<file path="src/rtl/vga_pkg.sv">
`default_nettype none
// ============================================================================
// vga_pkg : shared colour, RGB565 field and 640x480 geometry definitions
// Rev 1.0
// ============================================================================
package vga_pkg;

    localparam int CH_W  = 4;
    localparam int RGB_W = 3 * CH_W;

    // Top bits of each RGB565 field feed the 4-bit DAC channels
    localparam int R565_MSB = 15;
    localparam int G565_MSB = 10;
    localparam int B565_MSB = 4;

    localparam int H_ACTIVE = 640;
    localparam int V_ACTIVE = 480;

    typedef struct packed {
        logic [CH_W-1:0] r;
        logic [CH_W-1:0] g;
        logic [CH_W-1:0] b;
    } rgb444_t;

    function automatic rgb444_t rgb565_to_444(input logic [15:0] d);
        rgb444_t c;
        c.r = d[R565_MSB -: CH_W];
        c.g = d[G565_MSB -: CH_W];
        c.b = d[B565_MSB -: CH_W];
        return c;
    endfunction

endpackage
`default_nettype wire

</file>
<file path="src/rtl/vga_delay_line.sv">
`default_nettype none
// ============================================================================
// vga_delay_line : DEPTH-stage shift register with a synchronous reset value
// Rev 1.0
// ============================================================================
module vga_delay_line #(
    parameter int               WIDTH   = 1,
    parameter int               DEPTH   = 1,
    parameter logic [WIDTH-1:0] RST_VAL = '0
) (
    input  logic             clk,
    input  logic             rst,
    input  logic [WIDTH-1:0] din,
    output logic [WIDTH-1:0] dout
);

    logic [WIDTH-1:0] taps [DEPTH];

    always_ff @(posedge clk) begin
        if (rst) begin
            for (int i = 0; i < DEPTH; i++) taps[i] <= RST_VAL;
        end else begin
            taps[0] <= din;
            for (int i = 1; i < DEPTH; i++) taps[i] <= taps[i-1];
        end
    end

    assign dout = taps[DEPTH-1];

endmodule
`default_nettype wire

</file>
<file path="src/rtl/vga_fb_fetch.sv">
`default_nettype none
// ============================================================================
// vga_fb_fetch : framebuffer address generation and RGB565 -> VGA realignment
// Rev 1.0
// ============================================================================
module vga_fb_fetch
    import vga_pkg::*;
#(
    parameter int          IMG_W      = 160,
    parameter int          IMG_H      = 120,
    parameter int          SCALE_LOG2 = 2,
    parameter int          WIN_X0     = 0,
    parameter int          WIN_Y0     = 0,
    parameter int          RD_LAT     = 2,
    parameter logic [11:0] BG_RGB     = 12'h000,
    parameter bit          H_POL      = 1'b0,
    parameter bit          V_POL      = 1'b0
) (
    input  logic               i_pix_clk,
    input  logic               i_rst,
    input  logic               i_en,
    input  logic signed [15:0] i_sx,
    input  logic signed [15:0] i_sy,
    input  logic               i_hs,
    input  logic               i_vs,
    input  logic               i_de,
    input  logic               i_frame,
    output logic        [14:0] o_addrb,
    input  logic        [15:0] i_doutb,
    output logic               o_hs,
    output logic               o_vs,
    output logic               o_de,
    output logic         [3:0] o_r,
    output logic         [3:0] o_g,
    output logic         [3:0] o_b
);

    localparam logic signed [15:0] X_LO   = 16'(WIN_X0);
    localparam logic signed [15:0] X_HI   = 16'(WIN_X0 + (IMG_W << SCALE_LOG2));
    localparam logic signed [15:0] X_LAST = 16'(WIN_X0 + (IMG_W << SCALE_LOG2) - 1);
    localparam logic signed [15:0] Y_LO   = 16'(WIN_Y0);
    localparam logic signed [15:0] Y_HI   = 16'(WIN_Y0 + (IMG_H << SCALE_LOG2));
    localparam int                 SUB_W  = (SCALE_LOG2 > 0) ? SCALE_LOG2 : 1;
    localparam logic [SUB_W-1:0]   SUB_LAST = SUB_W'((1 << SCALE_LOG2) - 1);
    localparam logic [14:0]        ROW_STEP = 15'(IMG_W);
    localparam logic [14:0]        ROW_MAX  = 15'((IMG_H - 1) * IMG_W);

    if (IMG_W * IMG_H > 32768) begin : g_size_check
        $error("vga_fb_fetch: IMG_W*IMG_H does not fit the 15-bit address");
    end
    if (RD_LAT < 1 || RD_LAT > 3) begin : g_lat_check
        $error("vga_fb_fetch: RD_LAT must be 1..3");
    end

    logic signed [15:0] sx_s0, sy_s0;
    logic               hs_s0, vs_s0, de_s0, en_s0, frame_s0;

    always_ff @(posedge i_pix_clk) begin
        if (i_rst) begin
            sx_s0    <= '0;
            sy_s0    <= '0;
            hs_s0    <= ~H_POL;
            vs_s0    <= ~V_POL;
            de_s0    <= 1'b0;
            en_s0    <= 1'b0;
            frame_s0 <= 1'b0;
        end else begin
            sx_s0    <= i_sx;
            sy_s0    <= i_sy;
            hs_s0    <= i_hs;
            vs_s0    <= i_vs;
            de_s0    <= i_de;
            en_s0    <= i_en;
            frame_s0 <= i_frame;
        end
    end

    logic             in_win, eol;
    logic      [15:0] x_off;
    logic      [14:0] col_off;
    logic      [14:0] row_base;
    logic [SUB_W-1:0] sub_line;

    assign in_win  = (sx_s0 >= X_LO) && (sx_s0 < X_HI) && (sy_s0 >= Y_LO) && (sy_s0 < Y_HI);
    assign eol     = in_win && (sx_s0 == X_LAST);
    assign x_off   = sx_s0 - X_LO;
    assign col_off = 15'(x_off >> SCALE_LOG2);

    // Row base advances by one source row every 2**SCALE_LOG2 screen lines;
    // saturation keeps a missed frame pulse from running past the image.
    always_ff @(posedge i_pix_clk) begin
        if (i_rst) begin
            o_addrb  <= '0;
            row_base <= '0;
            sub_line <= '0;
        end else begin
            if (in_win) o_addrb <= row_base + col_off;
            if (frame_s0) begin
                row_base <= '0;
                sub_line <= '0;
            end else if (eol) begin
                if (sub_line == SUB_LAST) begin
                    sub_line <= '0;
                    row_base <= (row_base < ROW_MAX) ? row_base + ROW_STEP : ROW_MAX;
                end else begin
                    sub_line <= sub_line + SUB_W'(1);
                end
            end
        end
    end

    logic [4:0]  dly_out;
    logic        de_d, en_d, win_d;
    logic [15:0] pix;
    rgb444_t     colour;

    vga_delay_line #(
        .WIDTH   (5),
        .DEPTH   (RD_LAT + 1),
        .RST_VAL ({~H_POL, ~V_POL, 3'b000})
    ) u_sync_dly (
        .clk  (i_pix_clk),
        .rst  (i_rst),
        .din  ({hs_s0, vs_s0, de_s0, en_s0, in_win}),
        .dout (dly_out)
    );

    assign {o_hs, o_vs, de_d, en_d, win_d} = dly_out;
    assign o_de = de_d;

    // Captured on the same edge the delay line's last tap loads
    always_ff @(posedge i_pix_clk) begin
        if (i_rst) pix <= '0;
        else       pix <= i_doutb;
    end

    always_comb begin
        colour = '0;
        if (de_d && en_d && win_d) colour = rgb565_to_444(pix);
        else if (de_d)             colour = rgb444_t'(BG_RGB);
    end

    assign o_r = colour.r;
    assign o_g = colour.g;
    assign o_b = colour.b;

endmodule
`default_nettype wire

</file>
<file path="config.mk">
export PLATFORM = sky130hd
export DESIGN_NAME = vga_fb_fetch
export DESIGN_NICKNAME = d
export VERILOG_FILES = /design/src/rtl/vga_pkg.sv /design/src/rtl/vga_delay_line.sv /design/src/rtl/vga_fb_fetch.sv
export SDC_FILE = /design/constraint.sdc
export NUM_CORES = 1
export LEC_CHECK = 0
export CAP_MARGIN = 5
export CORE_ASPECT_RATIO = 2
export CORE_MARGIN = 5
export CORE_UTILIZATION = 43
export DETAILED_ROUTE_END_ITERATION = 8
export GPL_TIMING_DRIVEN = 1
export PLACE_DENSITY = 0.73
export SETUP_SLACK_MARGIN = 0.2
export SYNTH_ARGS = -nofsm -noshare
export SYNTH_HDL_FRONTEND = slang
export SYNTH_SLANG_ARGS = --single-unit
</file>
<file path="constraint.sdc">
create_clock -name i_pix_clk -period 2.1 [get_ports i_pix_clk]
set_input_delay 0.42 -clock i_pix_clk [delete_from_list [all_inputs] [get_ports i_pix_clk]]
set_output_delay 0.42 -clock i_pix_clk [all_outputs]
set_load 0.1 [all_outputs]
</file>
# ---- Yosys cells after proc, flatten, opt, wreduce, memory -nomap -nowiden
# Memories as Yosys holds them, arrays and structs flattened.
# Index checks and enable logic that the tools add are counted.
dict set report op_classes {
  add_sub_neg 3
  order_cmp 5
  eq_ne 2
  mux 9
  n_bitwise 3
  n_reduce_logical 8
}
# op count
set op_table {}
lappend op_table {{16-bit by 1-bit greater-or-equal comparator with 1-bit output (second input constant)} 2}
lappend op_table {{16-bit by 11-bit == test with 1-bit output (second input constant)} 1}
lappend op_table {{16-bit by 10-bit less-than comparator with 1-bit output (second input constant)} 1}
lappend op_table {{16-bit by 11-bit less-than comparator with 1-bit output (second input constant)} 1}
lappend op_table {{15-bit by 14-bit adder with 15-bit output} 1}
lappend op_table {{15-bit by 8-bit adder with 15-bit output (second input constant)} 1}
lappend op_table {{15-bit less-than comparator (second input constant)} 1}
lappend op_table {{15-bit two-way mux} 1}
lappend op_table {{5-bit two-way mux} 3}
lappend op_table {{12-bit two-way mux} 1}
lappend op_table {{1-bit logical AND} 6}
lappend op_table {{1-bit two-way mux} 3}
lappend op_table {{1-bit bitwise OR} 3}
lappend op_table {{2-bit by 1-bit adder with 2-bit output (second input constant)} 1}
lappend op_table {{2-bit == test (second input constant)} 1}
lappend op_table {{2-bit two-way mux} 1}
lappend op_table {{2-bit AND reduction} 1}
lappend op_table {{2-bit OR reduction} 1}
dict set report totals {
  reg_bits 85
  ram_bits 15
  out_inout_bits 30
  wordCells 42
  memories 1
}
# memory depth word_bits rd rd_ports_with_merged_regs wr line
set mem_list {}
lappend mem_list {u_sync_dly.taps 3 5 3 0 3 vga_delay_line.sv:17} ;# logic [WIDTH-1:0] taps [DEPTH];

# ---- Depth between registers and ports, before layout
# Gate-level depths: netlist of run 1.
dict set report depth {
  depth_word 6
  mapped_depth 7
  depth_no_buf 6
}

# ---- Modules after synthesis
# A second synthesis of run 1 with hierarchy kept.
dict set report hier_totals {
  cells_unflattened 341
  hier_area_um2 3325.7
}
# module n_inst cells_each area_each_um2
set by_module_without_submodules {}
lappend by_module_without_submodules {vga_fb_fetch 1 305 2876.5}
lappend by_module_without_submodules {vga_delay_line 1 36 449.2}

# ---- Worst setup path before layout of run 1
# Ideal clock, no wire load.
dict set report synth_timing {
  kind {flip-flop to output port}
  start {mem u_sync_dly.taps[2][2] (netlist: u_sync_dly.taps[0][12])}
  end {out o_b[1]}
  arrival_time_ps 2200
  path_slack_ps -520
  path_stages_with_launch 4
  path_buffers 1
  path_cell_list {dfxtp_1 -> and3_1 -> clkbuf_1 -> and2_1}
}
# element line
set synth_rtl {}
lappend synth_rtl {{start, declared} vga_delay_line.sv:17}
lappend synth_rtl {{end, declared} vga_fb_fetch.sv:35} ;# output logic [3:0] o_b

# ---- Worst setup path after layout of run 1
dict set report layout_timing {
  start {reg sy_s0[9]}
  end {reg row_base[6]}
}
dict set report layout_between {
  elab_chain_len 5
  elab_cells_between_ends 6
  cone_classes {order compare: 2; reduce/logical: 4}
}
# element line
set layout_lines {}
lappend layout_lines {{start, declared} vga_fb_fetch.sv:55} ;# logic signed [15:0] sx_s0, sy_s0;
lappend layout_lines {{start signal, assigned} vga_fb_fetch.sv:69} ;# sy_s0 <= i_sy;
lappend layout_lines {{16-bit by 1-bit greater-or-equal comparator with 1-bit output} vga_fb_fetch.sv:84} ;# assign in_win = (sx_s0 >= X_LO) && (sx_s0 < X_HI) && (sy_s0 >= Y_LO) && (sy_s0 < Y_HI);
lappend layout_lines {{1-bit logical AND} vga_fb_fetch.sv:84}
lappend layout_lines {{1-bit logical AND (*)} vga_fb_fetch.sv:84}
lappend layout_lines {{1-bit logical AND (*)} vga_fb_fetch.sv:85} ;# assign eol = in_win && (sx_s0 == X_LAST);
lappend layout_lines {{2-bit AND reduction (no source line) (*)} -}
lappend layout_lines {{end signal, assigned} vga_fb_fetch.sv:104} ;# row_base <= (row_base < ROW_MAX) ? row_base + ROW_STEP : ROW_MAX;
lappend layout_lines {{end, declared} vga_fb_fetch.sv:81} ;# logic [14:0] row_base;
# Every way passes the cells marked *; elsewhere a longest branch is shown, timed or not.
# A chain may end at the register's enable or synchronous reset.

==> key figures, run 1 <==
STA
  – Setup WS post-layout: -0.0969 ns
  – Pins Over Slew Limit: 0
  – Worst slew pin tran: 0.484 ns
  – Hold slack: 0.411 ns
  – Hold Fails Final Rpt: 0
  – RSZ-0062 raised after global routing: true
  – Clock Skews: approximately 0.0052 ns
  – F_max: 455 MHz
  – Max-Slew Margin vs Limit: between 60% and 70%
  – Fin crit share: 105%
  – Final min period: 2.20 ns
  – Final setup violation count: 10

Die
  – Die X: 71.9 um
  – IO Count: 85
  – Die area: just under 10000 um^2
  – Starting Density: 43.7%
  – Core area: 7540 um^2
  – Row count: 45
  – Overall die height: 134 um

Logic synthesis
  – Cell type with the largest total area after synthesis: dfxtp_1
  – Cell Area, Synth: roughly 3300 um^2
  – Synth Register Bits: 86
  – Distinct cells, synth: 46
  – Top cells by area, synth: dfxtp_1 (52%), nor2b_1 (9.5%), ha_1 (4.2%)
  – Cells after Synth: 338
  – Number of synthesized flops with an enable pin: 0
  – Mean Syn Cell Area: 9.75 um^2
  – Top cells by count, synth: dfxtp_1 (86), nor2b_1 (50), nand2_1 (32)
  – Primary FF master, synth: dfxtp_1
  – Synth top area share: 52.2%
  – Post-synthesis sequential area ratio: 52.2%
  – FFs w/ async S/R, synth: 0%
  – Syn nets: 404
  – Count leader, synth: dfxtp_1
  – Syn. warnings: 0

Critical path
  – Worst Setup Path Type: reg2reg
  – Worst path required time: 2.33 ns
  – CP endpoint kind: flip-flop
  – CP max FO: 6
  – Critical path startpoint category: flip-flop
  – Crit path DAT: between 2 and 2.5 ns

Detailed routing
  – Routed WL per cell: 15.7 um
  – # DRC: 0
  – First-pass DRT Iterations: 4
  – Via count: approximately 2800
  – Vias per cell: 5.27
  – Number of DRC markers in iteration 0: 136
  – WL final: around 8400 um
  – Antenna viol nets, final: 0

Clock tree
  – Cts bufs inserted: 9
  – CTS tree: built
  – Clock tree buffer depth: 2
  – Worst-path clk slew: 0.06 ns
  – Worst-Skew Late Latency: 0.34 ns
  – CTS Sinks: 86
  – H-Tree Depth: 3
  – Clock root buffer: clkbuf_16

Global route
  – Met1 usage: 15.6%
  – GRT Residual Overflow: 0
  – Most used routing layer in global routing: met2
  – Largest net degree at the start of global routing: 69
  – Met2 global-route usage: 33.1%
  – GRT Util Overall: 17.4%
  – Initial antenna violation count: 0
  – Met3 Use GR: roughly 3.2%
  – Vias in the first global route: ~2700
  – Global-route wire length before repair: 12600 um

Job
  – Max-cap viol count: 0

Layout
  – Layout cells sized above 1: 33.3%
  – Antenna Diode Count: 0
  – Post-route cell area: 5000 um^2
  – Finished Layout Cells: 533
  – Nets@finish: 500
  – Filler instances: 599
  – Area added between synthesis and finish: 51.9%
  – Final core utilization: 66.3%

Placed design
  – Placed cells: 512
  – Final HPWL DP: between 6000 and 7000 um
  – Pre-CTS setup slack: -0.196 ns
  – Quantity of I/O buffers inserted on ports: 75
  – Cell Area, Placed: 4360 um^2
  – Gpl congestion: between 0.8 and 0.9

Power
  – Leakage power: 0.00196 uW
  – Worst vdd ir: 0.000499 V
  – Pwr dens: just over 700 nW/um^2

Status
  – Failing checks: setup timing
  – Status: finished, violations left

Worst hold path
  – HP Class: reg2reg
==> registers in the layout (all words and copies together), names as in the netlist <==
register         flops
o_addrb             15
row_base            10
u_sync_dly.taps     15
sy_s0               11
en_s0                1
vs_s0                1
de_s0                1
sx_s0               16
sub_line             2
pix                 12
hs_s0                1
frame_s0             1
==> worst max-delay path, cell delays in order (launching register included) <==
cell and delay, ns:
dfxtp_2 0.31, or4_4 0.53, or4_4 0.59, nor4_4 0.18
buf_6 0.18, buf_6 0.10, nand3b_1 0.07, o211a_1 0.14
==> worst paths after layout <==
kind	startpoint	end	slack [ns]	cells after the start
hold reg to reg	u_sync_dly.taps[0][3]$_SDFF_PP1_	u_sync_dly.taps[0][8]$_SDFF_PP1_	0.41	1
setup / recovery	sy_s0[9]$_SDFF_PP0_	row_base[6]$_SDFFE_PP0P_	-0.1	7
hold / removal	u_sync_dly.taps[0][3]$_SDFF_PP1_	u_sync_dly.taps[0][8]$_SDFF_PP1_	0.41	1
setup reg to reg	sy_s0[9]$_SDFF_PP0_	row_base[6]$_SDFFE_PP0P_	-0.1	7
==> cells by family (layout without fill, tap and decap cells) <==
| group | Yosys count | in the layout | synth area share, % |
|---|---|---|---|
| compound gates | 59 | 59 | 12.2 |
| xor+xnor | 2 | 2 | 0.532 |
| fa+ha+maj | 11 | 11 | 4.18 |
| buf+inv | 19 | 120 | 2.24 |
| flops | 86 | 86 | 52.2 |
| mux | 2 | 2 | 0.607 |
| simple gates | 159 | 159 | 28.0 |
==> metal layers <==
layer | part of all wire, % | vias to the layer above
met1 | 33 | 1311
li1 | - | 1378
met2 | 57 | 93
met4 | 5.0 | 0
met5 | 0 | -
met3 | 4.7 | 27
==> through the flow <==
step           TNS [ns]  total power, uW
4_1_cts           -1.08             3630
3_3_place_gp      -1.05             1990
3_5_place_dp      -1.71             1990
2_1_floorplan    -0.484             1860
6_report         -0.486             3610
5_1_grt           -1.37             3720
==> cell type report <==
type	instances	area (um^2)	share of cell area (%)
clock buffers	9	225	4.50
repair buffers	100	1070	21.3
well taps	94	118	2.35
inverters	4	15.0	0.300
multi-input cells	233	1760	35.1
flip-flops and latches	86	1730	34.6
clock inverters	7	92.6	1.85
==> power by group <==
group | internal (uW) | leakage, uW | switching, uW
Sequential | 1680 | 0.000708 | 21.0
Clock | 951 | 0.000155 | 680
Combinational | 148 | 0.00110 | 122
==> what timing repair did <==
action	in CTS	in global routing
pin swaps	27	9
resized for setup	44	26
endpoints found under the hold margin	0	0
gates cloned	1	0
hold buffers	0	0
endpoints found under the setup margin	36	28
setup buffers	4	0
==> placed cells by master (no fill, tap or decap), types with 4 or more instances in the layout <==
master / count
a21oi_2: 15
inv_1: 4
clkdlybuf4s50_1: 44
nand3_1: 9
nor3_1: 5
buf_6: 6
dfxtp_1: 82
nand4_1: 4
nor2b_1: 50
nor2_1: 11
nand2_4: 8
buf_12: 14
a21oi_1: 5
o21ai_0: 6
or2_2: 10
nand2_1: 21
nand3b_1: 4
clkbuf_16: 9
and2_2: 8
buf_4: 32
ha_1: 11
and2_4: 4
No activity file was read; power rests on OpenSTA's default activity.
==> inputs of run 2 (changes only) <==
CORE_UTILIZATION = 48   (was 43)
PLACE_DENSITY = 0.77   (was 0.73)
clock period = 2.4 ns   (was 2.1 ns; I/O delays follow)
==> run 2 against run 1 <==
- the run now ends clean
- final cell count fell by 3.6%
- flip-flop and latch count unchanged
- design area fell by 6.5%
- core utilization up 3.8 points
- sequential power is 12% lower
- critical endpoint is now o_addrb[13]$_SDFFE_PP0P_
- register-to-register slack gained 0.28 ns
- global-route usage up 2.6 points
==> key figures, run 2 (synthesized netlist as in run 1, its figures left out) <==
Status
  – Status: finished clean

Power
  – Clock share of power: 46.0% (+0.8 points)
  – P_int: 2510 uW (-10%)
  – Sw power: 664 uW (-19%)
  – Total power: 3170 uW (-12%)
  – Comb pwr share: 6.8% (-0.7 points)
  – Pwr dens: 677 nW/um^2 (-6.1%)
  – Leakage power: 0.00185 uW (-5.6%)
  – Flop pwr share: 47.2% (about the same)
  – Worst vdd ir: 0.000603 V (+21%)
  – Net Sw Frac: 20.9% (-1.9 points)

Clock tree
  – Hold-fix buffers at CTS: 0 (unchanged)
  – H-Tree Depth: 3 (unchanged)
  – CTS tree: built
  – Cts bufs inserted: 9 (unchanged)
  – Worst-Skew Late Latency: 0.33 ns (about the same)
  – Clock tree buffer depth: 2 (unchanged)
  – Worst-path clk slew: 0.06 ns (about the same)
  – Clock root buffer: clkbuf_16
  – CTS Sinks: 86 (unchanged)

Critical path
  – CP endpoint kind: flip-flop
  – CP top delay family: simple AND/OR/NAND/NOR gates
  – R2r setup slk: 0.18 ns (+0.28 ns)
  – CP max FO: 3 (-3)
  – Worst Setup Path Type: reg2reg
  – Slowest cell on crit path: or4_4
  – Worst r2r dst: o_addrb[13]$_SDFFE_PP0P_
  – Crit-path max cell delay: 0.52 ns (-0.07 ns)
  – Crit Reg-Reg Startpoint: sx_s0[12]$_SDFF_PP0_
  – Critical path startpoint category: flip-flop
  – Crit path DAT: 2.49 ns (+0.06 ns)
  – R2r worst-path depth: 5 (-2)
  – Crit-path cells: or4_4 -> or3_4 -> or3_4 -> or4_4 -> nand3_2
  – Worst path required time: 2.67 ns (+0.34 ns)
  – Worst Path Buf+Inv: 0 (-2)

Job
  – Max-cap viol count: 0 (unchanged)

Layout
  – Layout cells sized above 1: 23.9% (-9.3 points)
  – Antenna Diode Count: 0 (unchanged)
  – Most flops, register: sx_s0
  – Max reg flops: 16 (unchanged)
  – Commonest non-fill, non-tap cell in the layout: dfxtp_1
  – Area added between synthesis and finish: 42.0%
  – Regs by FF count: sx_s0 x16, o_addrb x15, u_sync_dly.taps x15
  – Commonest non-fill, non-tap cells in the layout: dfxtp_1 (80), nor2b_1 (50), clkdlybuf4s50_1 (44)
  – Nets@finish: 488 (-2.4%)

STA
  – Hold Fails Final Rpt: 0 (unchanged)
  – F_max: 451 MHz (-0.97%)
  – RSZ-0062 raised after global routing: true
  – Fin crit share: 92.4% (-12 points)
  – Setup WS post-layout: 0.182 ns (+0.279 ns)
  – Final setup violation count: 0 (-10)
  – Worst slew pin tran: 0.495 ns (+0.0111 ns)
  – Final min period: 2.22 ns (+0.0214 ns)
  – Pins Over Slew Limit: 0 (unchanged)
  – Max-Slew Margin vs Limit: 67.0% (-0.74 points)
  – Clock Skews: 0.00627 ns (+0.00103 ns)
  – Setup_tns: 0 ns (+0.486 ns)

Worst hold path
  – Hold Path Depth: 1 (unchanged)
  – Hold path start: u_sync_dly.taps[0][8]$_SDFF_PP1_
  – HP Class: reg2reg
  – WHS Endpoint: u_sync_dly.taps[0][13]$_SDFF_PP1_

Global route
  – Largest net degree at the start of global routing: 61 (-12%)
  – GRT Util Overall: 20.0% (+2.6 points)
  – Vias in the first global route: 2761 (+2.6%)
  – Global-route wire length before repair: 13000 um (+2.6%)
  – Initial antenna violation count: 0 (unchanged)
  – GRT Residual Overflow: 0 (unchanged)

Detailed routing
  – WL final: 8220 um (-2.1%)
  – Antenna viol nets, final: 0 (unchanged)
  – First-pass DRT Iterations: 4 (unchanged)
  – Via count: 2767 (-1.5%)
  – Routed WL per cell: 16.0 um (+1.5%)
  – Number of DRC markers in iteration 0: 146 (+7.4%)
  – Vias per cell: 5.38 (+2.1%)
  – # DRC: 0 (unchanged)

Die
  – Die area: 8720 um^2 (-9.3%)
  – Overall die height: 127 um (-5.0%)
  – Row count: 42 (-6.7%)
  – Die X: 68.6 um (-4.6%)
  – Starting Density: 49.4% (+5.7 points)
  – IO Count: 85 (unchanged)
  – Core area: 6670 um^2 (-12%)

Placed design
  – Pre-CTS setup slack: 0.0529 ns (+0.249 ns)
  – Final HPWL DP: 6040 um (-0.50%)
  – Gpl congestion: 0.793 (-3.6%)
  – Quantity of I/O buffers inserted on ports: 75 (unchanged)
run 2: changes by cell type in the layout (fill, tap and decap cells not counted), sizes merged:
cell | previous run | this run
clkinv | 3 | 0
buf | 56 | 43
clkinvlp | 0 | 2
clkdlybuf4s15 | 0 | 1
inv | 7 | 6
bufinv | 1 | 2
run 2: cell type report:
cell class | count | area (um^2)
repair buffers | 88 | 938
clock buffers | 9 | 225
clock inverters | 6 | 92.6
flip-flops and latches | 86 | 1730
multi-input cells | 233 | 1570
well taps | 88 | 110
inverters | 4 | 15.0
fillers | 510 | 1990
run 2: timing repair:
| item | in CTS | in global routing |
|---|---|---|
| pin swaps | 8 | 8 |
| setup endpoints to repair | 11 | 13 |
| gates cloned | 0 | 1 |
| setup buffers | 4 | 2 |
| resized for setup | 6 | 11 |
run 2: worst max-delay path by stage:
stage | startpoint | to | slack [ns] | cells after the start
final | sx_s0[12]$_SDFF_PP0_ | o_addrb[13]$_SDFFE_PP0P_ | 0.18 | 5
after global routing | sx_s0[12]$_SDFF_PP0_ | o_addrb[10]$_SDFFE_PP0P_ | 0.11 | 5
after CTS | sx_s0[8]$_SDFF_PP0_ | row_base[13]$_SDFFE_PP0P_ | 0.16 | 6
after detailed placement | sx_s0[15]$_SDFF_PP0_ | row_base[12]$_SDFFE_PP0P_ | 0.05 | 5
after global placement | sx_s0[15]$_SDFF_PP0_ | row_base[8]$_SDFFE_PP0P_ | 0.12 | 5
after floorplan | sx_s0[15]$_SDFF_PP0_ | row_base[11]$_SDFFE_PP0P_ | 0.19 | 5
run 2: stage by stage:
step | area [um^2] | util [%] | cells | hold slack, ns
2_1_floorplan | 3320 | - | 338 | 0.389
3_3_place_gp | 4240 | 63.5 | 492 | 0.395
3_5_place_dp | 4240 | 63.5 | 492 | 0.401
4_1_cts | 4600 | 68.9 | 511 | 0.415
5_1_grt | 4680 | 70.1 | 514 | 0.430
6_report | 4680 | 70.1 | 514 | 0.411
run 2: power by group through the flow:
stage / Sequential (uW) / Combinational (uW) / Clock (uW)
2_1_floorplan: 1540 / 86.3 / 0
3_3_place_gp: 1530 / 198 / 0
3_5_place_dp: 1530 / 202 / 0
4_1_cts: 1500 / 208 / 1490
5_1_grt: 1500 / 232 / 1560
6_report: 1500 / 215 / 1460
run 2: per-layer routing:
metal  GRT usage [%]  wire (um)  vias up
met1            19.4       2830     1293
met5               0          0        -
li1                -          -     1346
met3            4.31        432       22
met4            11.8        303        0
met2            36.4       4650      106
==> inputs of run 3 (changes only) <==
MAX_ROUTING_LAYER = met4   (was default)
==> run 3 against run 2 <==
- register-to-register slack is essentially flat
- design area is essentially flat
- clock power hardly changed
- worst setup slack improved by 0.0039 ns
- core utilization barely moved
- global-route usage is 0.62 points higher
- clock skew grew 0.00086 ns
- non-clock buffer count unchanged
- largest power group unchanged
- highest routed layer unchanged
==> key figures, run 3 (synthesized netlist as in run 1, its figures left out) <==
Die
  – Overall die height: 127 um (unchanged)
  – Die area: 8720 um^2 (unchanged)
  – IO Count: 85 (unchanged)
  – Die X: 68.6 um (unchanged)
  – Core area: 6670 um^2 (unchanged)
  – Row count: 42 (unchanged)
  – Starting Density: 49.4% (unchanged)

Global route
  – Largest net degree at the start of global routing: 61 (unchanged)
  – Vias in the first global route: 2758 (-0.11%)
  – GRT Residual Overflow: 0 (unchanged)
  – GRT Util Overall: 20.7% (+0.62 points)
  – Global-route wire length before repair: 13000 um (+0.11%)
  – Initial antenna violation count: 0 (unchanged)

Critical path
  – Crit-path cells: or4_4 -> or3_4 -> or3_4 -> or4_4 -> nand3_2
  – Worst path required time: 2.68 ns (about the same)
  – CP endpoint kind: flip-flop
  – R2r setup slk: 0.19 ns (about the same)
  – Crit-path max cell delay: 0.50 ns (-0.02 ns)
  – Worst Setup Path Type: reg2reg
  – CP max FO: 3 (unchanged)
  – Slowest cell on crit path: or4_4
  – Crit path DAT: 2.49 ns (about the same)
  – Critical path startpoint category: flip-flop

Layout
  – Regs by FF count: sx_s0 x16, o_addrb x15, u_sync_dly.taps x15
  – Nets@finish: 488 (unchanged)
  – Max reg flops: 16 (unchanged)
  – Filler instances: 509 (-0.20%)
  – Antenna Diode Count: 0 (unchanged)
  – Commonest non-fill, non-tap cell in the layout: dfxtp_1
  – Area added between synthesis and finish: 42.1% (about the same)
  – Layout cells sized above 1: 24.2% (+0.23 points)
  – Commonest non-fill, non-tap cells in the layout: dfxtp_1 (79), nor2b_1 (50), clkdlybuf4s50_1 (44)
  – Most flops, register: sx_s0

STA
  – Final min period: 2.21 ns (-0.00389 ns)
  – RSZ-0062 raised after global routing: true
  – F_max: 452 MHz (+0.18%)
  – Hold Fails Final Rpt: 0 (unchanged)
  – Setup_tns: 0 ns (unchanged)
  – Worst slew pin tran: 0.502 ns (+0.00678 ns)
  – Pins Over Slew Limit: 0 (unchanged)
  – Max-Slew Margin vs Limit: 66.5% (-0.45 points)
  – Clock Skews: 0.00713 ns (+0.000859 ns)
  – Final setup violation count: 0 (unchanged)
  – Fin crit share: 92.3% (-0.16 points)

Clock tree
  – Clock tree buffer depth: 2 (unchanged)
  – Cts bufs inserted: 9 (unchanged)
  – Worst-path clk slew: 0.06 ns (about the same)
  – CTS Sinks: 86 (unchanged)
  – CTS tree: built
  – Hold-fix buffers at CTS: 0 (unchanged)
  – H-Tree Depth: 3 (unchanged)
  – Clock root buffer: clkbuf_16
  – Worst-Skew Late Latency: 0.34 ns (about the same)

Detailed routing
  – Met3 routed WL: 418 um (-3.2%)
  – Met1 wire length: 2820 um (-0.28%)
  – WL final: 8200 um (-0.21%)
  – Via count: 2755 (-0.43%)
  – # DRC: 0 (unchanged)
  – Routed WL per cell: 15.9 um (-0.21%)
  – Vias per cell: 5.36 (-0.43%)
  – Number of DRC markers in iteration 0: 149 (+2.1%)
  – Antenna viol nets, final: 0 (unchanged)
  – Met2 WL post-DR: 4640 um (-0.28%)
  – First-pass DRT Iterations: 4 (unchanged)
  – Top layer in use: met4

Power
  – Leakage power: 0.00185 uW (about the same)
  – Worst vdd ir: 0.000603 V (about the same)
  – Total power: 3170 uW (about the same)
  – Pwr dens: 677 nW/um^2 (about the same)

Placed design
  – Quantity of I/O buffers inserted on ports: 75 (unchanged)
  – Gpl congestion: 0.804 (+1.4%)
  – Final HPWL DP: 6040 um (unchanged)

Job
  – Max-cap viol count: 0 (unchanged)

Status
  – Status: finished clean

Worst hold path
  – HP Class: reg2reg
-- run 3: cell counts in the layout (fill, tap and decap cells not counted) --
Identical to the previous run, type by type.
-- run 3: per-layer routing --
layer  global-route usage [%]  vias up
li1                         -     1346
met1                     19.5     1292
met2                     36.4       96
met3                     4.57       21
met4                     11.8        0
met5                        -        -
-- run 3: layout make-up --
type                            count  area, um^2  share of cell area [%]
Clock inverter                      6        92.6                    1.98
Timing Repair Buffer               88         938                    20.0
Tap cell                           88         110                    2.35
Multi-Input combinational cell    233        1570                    33.5
Clock buffer                        9         225                    4.81
Sequential cell                    86        1730                    37.0
Inverter                            4        15.0                   0.321
-- run 3: path summary, 6_finish.rpt --
| kind | end | startpoint | depth (start not counted) |
|---|---|---|---|
| min | u_sync_dly.taps[0][13]$_SDFF_PP1_ | u_sync_dly.taps[0][8]$_SDFF_PP1_ | 1 |
| max reg2reg | o_addrb[13]$_SDFFE_PP0P_ | sx_s0[13]$_SDFF_PP0_ | 5 |
| max | o_addrb[13]$_SDFFE_PP0P_ | sx_s0[13]$_SDFF_PP0_ | 5 |
| min reg2reg | u_sync_dly.taps[0][13]$_SDFF_PP1_ | u_sync_dly.taps[0][8]$_SDFF_PP1_ | 1 |
-- run 3: report_power, final --
part           internal (uW)  switching, uW
combinational            118           96.5
clock                    912            549
sequential              1480           19.2
total                   2510            665
-- run 3: repair_timing --
action | 4_1_cts | 5_1_grt
pin swaps | 8 | 8
gates resized for setup | 6 | 12
gates cloned | 0 | 1
buffers inserted | 4 | 2
setup endpoints to repair | 11 | 13
endpoints found under the hold margin | 0 | 0
-- run 3: worst max-delay path, delay by kind of cell (launching register included) --
family | cells | cell delay [ns]
DFF | 1 | 0.35
and+or+nand+nor | 5 | 1.80
-- run 3: stage by stage --
stage	instances	cell area [um^2]	worst slack [ns]	util [%]	hold WS (ns)
after CTS	511	4600	0.155	68.9	0.415
final	514	4680	0.186	70.2	0.411
after global placement	492	4240	0.116	63.5	0.395
after floorplan	338	3320	0.192	-	0.389
after detailed placement	492	4240	0.0529	63.5	0.401
after global routing	514	4680	0.110	70.2	0.430
